$ cat src/rtl/uart_tx_drain_if.sv
// Read-side handshake between the byte FIFO (master) and the UART transmitter (slave).
interface uart_tx_drain_if;
  logic       read_valid;
  logic [7:0] read_data;
  logic       read_ready;

  modport master (
    output read_valid,
    output read_data,
    input  read_ready
  );

  modport slave (
    input  read_valid,
    input  read_data,
    output read_ready
  );
endinterface

$ cat src/rtl/uart_tx_drain.sv
// FIFO-draining UART transmitter: start bit, 8 data bits LSB first, optional even parity
// (enabled by defining UART_TX_DRAIN_PARITY_EN), then STOP_BITS stop bits.
module uart_tx_drain #(
  parameter int CLKS_PER_BIT = 16,
  parameter int STOP_BITS    = 1
) (
  input  logic             i_clock,
  input  logic             i_nreset,
  uart_tx_drain_if.slave   rd,
  output logic             o_tx,
  output logic             o_busy,
  output logic             o_frame_done
);

  localparam int CNT_W = (CLKS_PER_BIT > 2) ? $clog2(CLKS_PER_BIT) : 1;
  localparam logic [CNT_W-1:0] BAUD_LAST = CNT_W'(CLKS_PER_BIT - 1);
  localparam logic [2:0]       STOP_LAST = 3'(STOP_BITS - 1);

  localparam logic [2:0] S_IDLE   = 3'd0;
  localparam logic [2:0] S_START  = 3'd1;
  localparam logic [2:0] S_DATA   = 3'd2;
  localparam logic [2:0] S_PARITY = 3'd3;
  localparam logic [2:0] S_STOP   = 3'd4;

  logic [2:0]       state_r, state_n;
  logic [CNT_W-1:0] baud_r, baud_n;
  logic [2:0]       bit_r, bit_n;
  logic [7:0]       shift_r, shift_n;
  logic             ready_r, busy_r, done_r, tx_r;
  logic             busy_n, done_n;
  logic             take_s, bit_end_s, par_bit_s;

  // Line level for a given state; the line lags the state register by one cycle.
  function automatic logic tx_level(input logic [2:0] st, input logic lsb, input logic par);
    logic lvl;
    case (st)
      S_IDLE:   lvl = 1'b1;
      S_START:  lvl = 1'b0;
      S_DATA:   lvl = lsb;
      S_PARITY: lvl = par;
      S_STOP:   lvl = 1'b1;
      default:  lvl = 1'b1;
    endcase
    return lvl;
  endfunction

  assign bit_end_s = (baud_r == BAUD_LAST);

`ifdef UART_TX_DRAIN_PARITY_EN
  logic parity_r;

  function automatic logic calc_parity(input logic [7:0] d);
    return ^d;
  endfunction

  // Even parity bit captured together with the byte.
  always_ff @(posedge i_clock or negedge i_nreset) begin
    if (!i_nreset) begin
      parity_r <= 1'b0;
    end else if (take_s) begin
      parity_r <= calc_parity(rd.read_data);
    end else begin
      parity_r <= parity_r;
    end
  end

  assign par_bit_s = parity_r;
`else
  assign par_bit_s = 1'b1;
`endif

  // Frame sequencing: next state, baud/bit counters and shift register.
  always_comb begin
    state_n = state_r;
    baud_n  = baud_r;
    bit_n   = bit_r;
    shift_n = shift_r;
    take_s  = 1'b0;
    case (state_r)
      S_IDLE: begin
        if (rd.read_valid && ready_r) begin
          take_s  = 1'b1;
          state_n = S_START;
          baud_n  = {CNT_W{1'b0}};
          bit_n   = 3'd0;
          shift_n = rd.read_data;
        end else begin
          state_n = S_IDLE;
        end
      end
      S_START: begin
        if (bit_end_s) begin
          state_n = S_DATA;
          baud_n  = {CNT_W{1'b0}};
          bit_n   = 3'd0;
        end else begin
          baud_n = baud_r + CNT_W'(1);
        end
      end
      S_DATA: begin
        if (bit_end_s) begin
          baud_n  = {CNT_W{1'b0}};
          shift_n = {1'b0, shift_r[7:1]};
          if (bit_r == 3'd7) begin
`ifdef UART_TX_DRAIN_PARITY_EN
            state_n = S_PARITY;
`else
            state_n = S_STOP;
`endif
            bit_n = 3'd0;
          end else begin
            bit_n = bit_r + 3'd1;
          end
        end else begin
          baud_n = baud_r + CNT_W'(1);
        end
      end
      S_PARITY: begin
        if (bit_end_s) begin
          state_n = S_STOP;
          baud_n  = {CNT_W{1'b0}};
          bit_n   = 3'd0;
        end else begin
          baud_n = baud_r + CNT_W'(1);
        end
      end
      S_STOP: begin
        if (bit_end_s) begin
          baud_n = {CNT_W{1'b0}};
          if (bit_r == STOP_LAST) begin
            state_n = S_IDLE;
            bit_n   = 3'd0;
          end else begin
            bit_n = bit_r + 3'd1;
          end
        end else begin
          baud_n = baud_r + CNT_W'(1);
        end
      end
      default: begin
        state_n = S_IDLE;
        baud_n  = {CNT_W{1'b0}};
        bit_n   = 3'd0;
      end
    endcase
  end

  // Status flags are registered from the next state so they line up with state_r.
  always_comb begin
    busy_n = (state_n != S_IDLE);
    done_n = (state_n == S_STOP) && (baud_n == BAUD_LAST) && (bit_n == STOP_LAST);
  end

  // State, counters and registered outputs.
  always_ff @(posedge i_clock or negedge i_nreset) begin
    if (!i_nreset) begin
      state_r <= S_IDLE;
      baud_r  <= {CNT_W{1'b0}};
      bit_r   <= 3'd0;
      shift_r <= 8'h00;
      ready_r <= 1'b0;
      busy_r  <= 1'b0;
      done_r  <= 1'b0;
      tx_r    <= 1'b1;
    end else begin
      state_r <= state_n;
      baud_r  <= baud_n;
      bit_r   <= bit_n;
      shift_r <= shift_n;
      ready_r <= (state_n == S_IDLE);
      busy_r  <= busy_n;
      done_r  <= done_n;
      tx_r    <= tx_level(state_r, shift_r[0], par_bit_s);
    end
  end

  assign rd.read_ready = ready_r;
  assign o_tx          = tx_r;
  assign o_busy        = busy_r;
  assign o_frame_done  = done_r;

endmodule

$ cat src/flat_wrapper.sv
// flat-port wrapper written by rule: the top's interface ports become plain ports
module uart_tx_drain_flat 
#(
  parameter int CLKS_PER_BIT = 16,
  parameter int STOP_BITS    = 1
)
  (i_clock, i_nreset, o_tx, o_busy, o_frame_done, rd_read_valid, rd_read_data, rd_read_ready);
  uart_tx_drain_if rd_i ();
  input  logic i_clock;
  input  logic i_nreset;
  output logic o_tx;
  output logic o_busy;
  output logic o_frame_done;
  input wire logic [$bits(rd_i.read_valid)-1:0] rd_read_valid;
  input wire logic [$bits(rd_i.read_data)-1:0] rd_read_data;
  output wire logic [$bits(rd_i.read_ready)-1:0] rd_read_ready;
  assign rd_i.read_valid = rd_read_valid;
  assign rd_i.read_data = rd_read_data;
  assign rd_read_ready = rd_i.read_ready;
  uart_tx_drain #(.CLKS_PER_BIT(CLKS_PER_BIT), .STOP_BITS(STOP_BITS)) u_core (.i_clock(i_clock), .i_nreset(i_nreset), .rd(rd_i), .o_tx(o_tx), .o_busy(o_busy), .o_frame_done(o_frame_done));
endmodule
$ cat config.mk
export PLATFORM = sky130hd
export DESIGN_NAME = uart_tx_drain_flat
export DESIGN_NICKNAME = d
export VERILOG_FILES = /design/src/rtl/uart_tx_drain_if.sv /design/src/rtl/uart_tx_drain.sv /design/src/flat_wrapper.sv
export SDC_FILE = /design/constraint.sdc
export NUM_CORES = 1
export LEC_CHECK = 0
export ABC_AREA = 1
export CAP_MARGIN = 25
export CORE_ASPECT_RATIO = 2
export CORE_MARGIN = 3
export CORE_UTILIZATION = 40
export DETAILED_ROUTE_END_ITERATION = 6
export GPL_TIMING_DRIVEN = 0
export PLACE_DENSITY = 0.71
export SYNTH_ARGS = -nofsm -noshare
export SYNTH_HDL_FRONTEND = slang
export SYNTH_SLANG_ARGS = --single-unit
$ cat constraint.sdc
create_clock -name i_clock -period 2 [get_ports i_clock]
set_clock_uncertainty 0.05 [all_clocks]
set_input_delay 0.4 -clock i_clock [delete_from_list [all_inputs] [get_ports i_clock]]
set_output_delay 0.4 -clock i_clock [all_outputs]
set_load 0.01 [all_outputs]
==> results of run 1 <==
==> power by group through the flow <==
| stage | clock, mW | combinational (mW) | sequential, mW |
|---|---|---|---|
| after floorplan | 0 | 0.0000112 | 0.453 |
| after global placement | 0 | 0.0283 | 0.453 |
| after detailed placement | 0 | 0.0283 | 0.453 |
| after CTS | 0.293 | 0.0287 | 0.445 |
| after global routing | 0.308 | 0.0339 | 0.444 |
| final | 0.279 | 0.0311 | 0.445 |
==> layer usage <==
metal  global-route usage [%]  up-vias  routed length, um
met2                     29.2       33               1480
met4                     9.62        0                107
li1                         -      524                  -
met5                        0        -                  0
met3                     1.94       11                 76
met1                     14.6      485                937
==> registers in the layout, summed over array words and instances, names as in the netlist <==
register              flops
u_core.shift_r            8
u_core.baud_r             4
u_core.bit_r              3
u_core.state_r            3
u_core.o_busy             1
u_core.o_frame_done       1
u_core.o_tx               1
u_core.rd.read_ready      1
==> final cells by class <==
cell class / count / area share, %
buffer: 3 / 1.22
clock buffer: 4 / 3.13
inverter: 26 / 6.79
multi-input combinational: 103 / 37.2
sequential: 22 / 38.4
tap: 29 / 2.52
timing repair buffer: 15 / 10.8
==> cell usage in the layout (no fill, tap or decap) <==
cell / count
nor2_2: 1
nand2_1: 45
nand3_1: 14
nand2_2: 3
buf_2: 2
dfrtp_1: 21
o21ai_2: 1
or2_0: 1
buf_8: 1
o21ai_0: 10
ha_1: 4
a21oi_1: 1
nand3_2: 2
o211ai_1: 8
clkdlybuf4s50_1: 14
dfstp_2: 1
clkbuf_8: 3
buf_4: 1
nor2_1: 8
inv_1: 24
xor2_1: 2
inv_2: 2
clkbuf_1: 1
nor2_4: 1
o21ai_1: 1
nand4_1: 1
==> final timing paths <==
check / from / endpoint / slack [ns] / cells after the start
worst min register to register: u_core.shift_r[0]$_DFFE_PN0P_ / u_core.o_tx$_DFF_PN1_ / 0.45 / 2
worst max register to register: u_core.baud_r[0]$_DFF_PN0_ / u_core.o_busy$_DFF_PN0_ / 0.20 / 7
min in group i_clock: u_core.shift_r[0]$_DFFE_PN0P_ / u_core.o_tx$_DFF_PN1_ / 0.45 / 2
worst min-delay path: i_nreset / u_core.shift_r[6]$_DFFE_PN0P_ / 0.41 / 1
max in group asynchronous: i_nreset / u_core.bit_r[1]$_DFF_PN0_ / 1.04 / 2
worst max-delay path: u_core.baud_r[0]$_DFF_PN0_ / u_core.o_busy$_DFF_PN0_ / 0.20 / 7
==> worst register-to-register path, cell delays in order, from the launching register on <==
cell,delay [ns]
dfrtp_1,0.42
ha_1,0.27
nand3_2,0.23
nand2_2,0.17
nand2_1,0.08
or2_0,0.27
nor2_1,0.16
inv_1,0.05
==> cells by family (layout without fill, tap and decap cells) <==
kind of cell / after synthesis / after routing
compound gates: 21 / 21
buf+inv: 29 / 48
simple gates: 76 / 76
xor+xnor: 2 / 2
flops: 22 / 22
fa+ha+maj: 4 / 4
==> run_results.csv, run 1 <==
group,metric,value,unit
placed_design,portBuffers,14,
yosys,syn-cell-area,1200,um2
cts,cts_setup_buffers,0,
timing,worstMarginPinSlew,0.479,ns
timing,timing.slew.headroom,67.9,%
yosys,synthDistinctLibCells,22,
placed_design,dp_hpwl,1.97,mm
cts,cts_resized,0,
worst_setup_path,crit_fanout,9,
pwr,power-per-cell-area,525,nW/um2
placed_design,post-place-ws,0.149,ns
detailed_routing,post_drt_wl_per_cell,12.9,um
yosys,ys_seq_elements,22,
timing,slew_viol_final,0,
detailed_routing,via_per_inst,5.21,
worst_setup_path,critPathLaunchType,"register",
pwr,p_sw,0.148,mW
worst_hold_path,min_path_type,"in -> async",
detailed_routing,drtAntennaViolNets,0,
yosys,synth-simple-area-share,28.1,%
detailed_routing,drc,0,
global_route,grt_usage,15.7,%
layout,area_delta_synth_final,19.7,%
worst_setup_path,critPathMaxStageDelay,0.42,ns
yosys,synthTopCellsByArea,"dfrtp_1 (44%), nand2_1 (14%), inv_1 (7.5%), nand3_1 (5.8%), o211ai_1 (5.0%)",
global_route,grt_pass1_vias,1152,
yosys,yosysTopAreaCellShare,43.8,%
cts,holdBufCountCts,0,
layout,regArea,552,um2
yosys,synth_xor_area_share,1.46,%
layout,nFillCells,289,
pwr,leakage,0.771,nW
layout,finalNonFillerCells,202,
global_route,gr-total-overflow,0,
layout,finalInstanceArea,1440,um2
timing,finalHoldViolCount,0,
worst_setup_path,cp.required,2.11,ns
yosys,synthMostInstantiatedCell,"nand2_1",
timing,setup_viol,0,
pwr,p_int,0.606,mW
placed_design,placed_cells,197,
yosys,muxShareOfSynthArea,0,%
yosys,synth_ff_type,"dfrtp_1",
yosys,synth_top_family_by_area,"simple AND/OR/NAND/NOR gates",
layout,finish.utilization,51.3,%
flow_run,cap_violations,0,
yosys,synth_edf_count,0,
timing,rsz0062_at_grt,"no",
timing,fin_crit,1.80,ns
worst_setup_path,critPathArrivalTime,1.90,ns
floorplanning,core_area,2800,um2
cts,clockBufferDepth,2,
detailed_routing,num_vias,1053,
floorplanning,row_count,27,
yosys,ys_async_sr_fraction,100,%
pwr,swShare,19.6,%
cts,clkSinkCount,22,
layout,fin_nets,189,
pwr,ir_drop,413,uV
yosys,synth_warnings,0,
layout,drive_gt1_share,10.4,%
yosys,synth_top_area_cell,"dfrtp_1",
cts,cts_tree,"built",
timing,fin_ws,0.205,ns
global_route,antenna_found_initial,0,
cts,numCtsBuffers,3,
yosys,syn-num-nets,169,
layout,multi_input_area,534,um2
yosys,synthTopCellsByCount,"nand2_1 (45), inv_1 (24), dfrtp_1 (21), nand3_1 (14), o21ai_0 (10)",
yosys,synth_compound_area_share,10.7,%
worst_setup_path,cp-end-kind,"register",
timing,setup_tns,0,ns
cts,htree_levels,1,
pwr,seqPwrFrac,58.9,%
worst_setup_path,path_cells,"ha_1, nand3_2, nand2_2, nand2_1, or2_0, nor2_1, inv_1",
floorplanning,dieArea,3740,um2
floorplanning,io_pins,15,
worst_setup_path,critPathBufInv,1,
placed_design,gp_congestion,0.837,
layout,antenna_cells,0,
pwr,clkPwrFrac,37.0,%
yosys,synth_fa_ha_area_share,4.17,%
cts,clk_pin_slew,0.07,ns
placed_design,placed_cell_area,1380,um2
detailed_routing,drtPass1Iterations,4,
yosys,netlist_instances,154,
pwr,comb_power_share,4.1,%
timing,hold_slack,0.407,ns
floorplanning,die_h,83.5,um
floorplanning,start_util,42.8,%
yosys,seq_area_frac_synth,45.9,%
worst_setup_path,crit_family,"simple AND/OR/NAND/NOR gates",
worst_setup_path,critPathSlowestCell,"dfrtp_1",
worst_setup_path,critPathKind,"reg -> reg",
pwr,p_total,0.755,mW
timing,fmax,557,MHz
detailed_routing,drt_iter0_drc,21,
cts,ctsRootBufferMaster,"clkbuf_8",
cts,clk_latency,0.26,ns
global_route,grt_max_degree,23,
yosys,syn_area_per_cell,7.80,um2
status,status,"finished clean",
timing,finalCritPeriodShare,89.8,%
global_route,grt_pass1_wl,4.50,mm
detailed_routing,routed_wl,2.60,mm
floorplanning,die_x,44.8,um
(Power assumes the default switching activity.)
==> run 2: changes to the inputs <==
--- a/config.mk
+++ b/config.mk
@@ -9,10 +9,10 @@
 export CAP_MARGIN = 25
 export CORE_ASPECT_RATIO = 2
 export CORE_MARGIN = 3
-export CORE_UTILIZATION = 40
+export CORE_UTILIZATION = 35
 export DETAILED_ROUTE_END_ITERATION = 6
 export GPL_TIMING_DRIVEN = 0
-export PLACE_DENSITY = 0.71
+export PLACE_DENSITY = 0.65
 export SYNTH_ARGS = -nofsm -noshare
 export SYNTH_HDL_FRONTEND = slang
 export SYNTH_SLANG_ARGS = --single-unit
==> run 2 against run 1 <==
  * Global-route usage shrank 1.5 points
  * Die area increased by 13%
  * Total power up 0.43%
  * Maximum frequency decreased by 0.45%
  * Via count down 0.38%
  * Sequential cell count unchanged
  * Sequential power hardly changed
  * Design area increased by 1.0%
  * Critical path type unchanged
  * Highest routed layer unchanged
==> run_results.csv, run 2 (same netlist as run 1, synthesis figures left out) <==
group,metric,value,unit
global_route,grt_usage,14.2,%
detailed_routing,post_drt_wl_per_cell,12.4,um
cts,clk_latency,0.27,ns
cts,cts_resized,0,
worst_setup_path,critPathSlowestCell,"dfrtp_1",
cts,cts_tree,"built",
global_route,grt_pass1_wl,4.18,mm
global_route,antenna_found_initial,0,
timing,rsz0062_at_grt,"no",
cts,cts_setup_buffers,0,
timing,finalHoldViolCount,0,
pwr,power-per-cell-area,522,nW/um2
timing,setup_viol,0,
floorplanning,start_util,37.2,%
layout,largest_reg_flops,8,
layout,finalInstanceArea,1450,um2
cts,clockBufferDepth,2,
floorplanning,die_h,88.8,um
cts,numCtsBuffers,3,
layout,finish.utilization,45.0,%
placed_design,placed_cells,199,
floorplanning,row_count,29,
layout,finalNonFillerCells,204,
layout,antenna_cells,0,
placed_design,portBuffers,14,
cts,holdBufCountCts,0,
worst_setup_path,critPathBufInv,0,
detailed_routing,drc,0,
timing,worstMarginPinSlew,0.330,ns
layout,final_common_cell,"nand2_1",
timing,finalCritPeriodShare,90.2,%
worst_setup_path,crit_fanout,6,
global_route,gr-total-overflow,0,
worst_setup_path,critPathKind,"reg -> reg",
layout,drive_gt1_share,10.4,%
cts,clk_pin_slew,0.07,ns
worst_setup_path,path_cells,"ha_1, nand2_2, nor2_4, nand2_1, nand2_1, nand3_2, or2_0, nor2_1, nand2_1, nor2_2",
detailed_routing,via_per_inst,5.14,
detailed_routing,wl_met3,78,um
worst_setup_path,crit_family,"simple AND/OR/NAND/NOR gates",
placed_design,placed_cell_area,1380,um2
status,status,"finished clean",
worst_setup_path,critPathMaxStageDelay,0.41,ns
placed_design,dp_hpwl,2.00,mm
cts,clkSinkCount,22,
layout,regMostFlops,"u_core.shift_r",
flow_run,cap_violations,0,
worst_setup_path,cp-end-kind,"register",
detailed_routing,drtAntennaViolNets,0,
worst_setup_path,critPathLaunchType,"register",
detailed_routing,num_vias,1049,
detailed_routing,met2WireLength,1.36,mm
floorplanning,dieArea,4210,um2
timing,fin_crit,1.80,ns
timing,setup_tns,0,ns
cts,htree_levels,1,
timing,slew_viol_final,0,
floorplanning,die_x,47.4,um
global_route,grt_pass1_vias,1064,
detailed_routing,drt_iter0_drc,21,
worst_hold_path,min_path_type,"in -> async",
layout,reg_top3,"u_core.shift_r x8, u_core.baud_r x4",
detailed_routing,met1_length,963,um
placed_design,gp_congestion,0.818,
global_route,grt_max_degree,23,
layout,area_delta_synth_final,20.9,%
timing,fmax,555,MHz
worst_setup_path,path_common_cell,"nand2_1",
pwr,ir_drop,405,uV
timing,timing.slew.headroom,77.7,%
worst_setup_path,critPathArrivalTime,1.95,ns
floorplanning,core_area,3230,um2
detailed_routing,top_layer_used,"met4",
pwr,leakage,0.776,nW
layout,final_cell_mix,"nand2_1 (45), inv_1 (24), dfrtp_1 (21)",
detailed_routing,routed_wl,2.53,mm
worst_setup_path,cp.required,2.15,ns
layout,fin_nets,189,
detailed_routing,drtPass1Iterations,4,
cts,ctsRootBufferMaster,"clkbuf_8",
floorplanning,io_pins,15,
==> run 2: cell counts in the layout (fill, tap and decap cells not counted) <==
No cell type changed its count.
==> run 2: path summary, 6_finish.rpt <==
kind                                                from                       endpoint  slack (ns)  depth (start not counted)
min in group i_clock       u_core.shift_r[0]$_DFFE_PN0P_          u_core.o_tx$_DFF_PN1_        0.45                          2
max in group asynchronous                       i_nreset          u_core.o_tx$_DFF_PN1_        1.17                          2
max                           u_core.baud_r[0]$_DFF_PN0_  u_core.o_frame_done$_DFF_PN0_        0.20                         10
min                                             i_nreset  u_core.shift_r[5]$_DFFE_PN0P_        0.28                          1
max reg2reg                   u_core.baud_r[0]$_DFF_PN0_  u_core.o_frame_done$_DFF_PN0_        0.20                         10
min reg2reg                u_core.shift_r[0]$_DFFE_PN0P_          u_core.o_tx$_DFF_PN1_        0.45                          2
==> run 2: power breakdown <==
group	switching [mW]	total, mW	internal (mW)	leakage (nW)
Combinational	0.0123	0.0347	0.0224	0.469
Clock	0.136	0.278	0.142	0.0228
Sequential	0	0.445	0.445	0.284
Total	0.148	0.758	0.609	0.776
==> run 2: area by class of cell <==
| cell class | count | area, um2 |
|---|---|---|
| Buffer | 3 | 17.5 |
| Clock buffer | 4 | 45.0 |
| Fill cell | 329 | 1780 |
| Inverter | 26 | 97.6 |
| Multi-Input combinational cell | 103 | 534 |
| Sequential cell | 22 | 552 |
| Tap cell | 31 | 38.8 |
| Timing Repair Buffer | 15 | 168 |
==> run 2: stage by stage <==
stage,hold slack [ns],worst slack (ns),total power [mW]
floorplan,0.0544,0.443,0.453
global placement,0.428,0.152,0.482
detailed placement,0.442,0.140,0.482
CTS,0.453,0.182,0.763
global route,0.287,0.0197,0.788
finish,0.282,0.197,0.758
==> run 2: per-layer routing <==
layer  GRT usage (%)  vias to the layer above
li1                -                      524
met1            12.7                      488
met2            25.8                       26
met3            2.04                       11
met4            10.8                        0
met5               0                        -
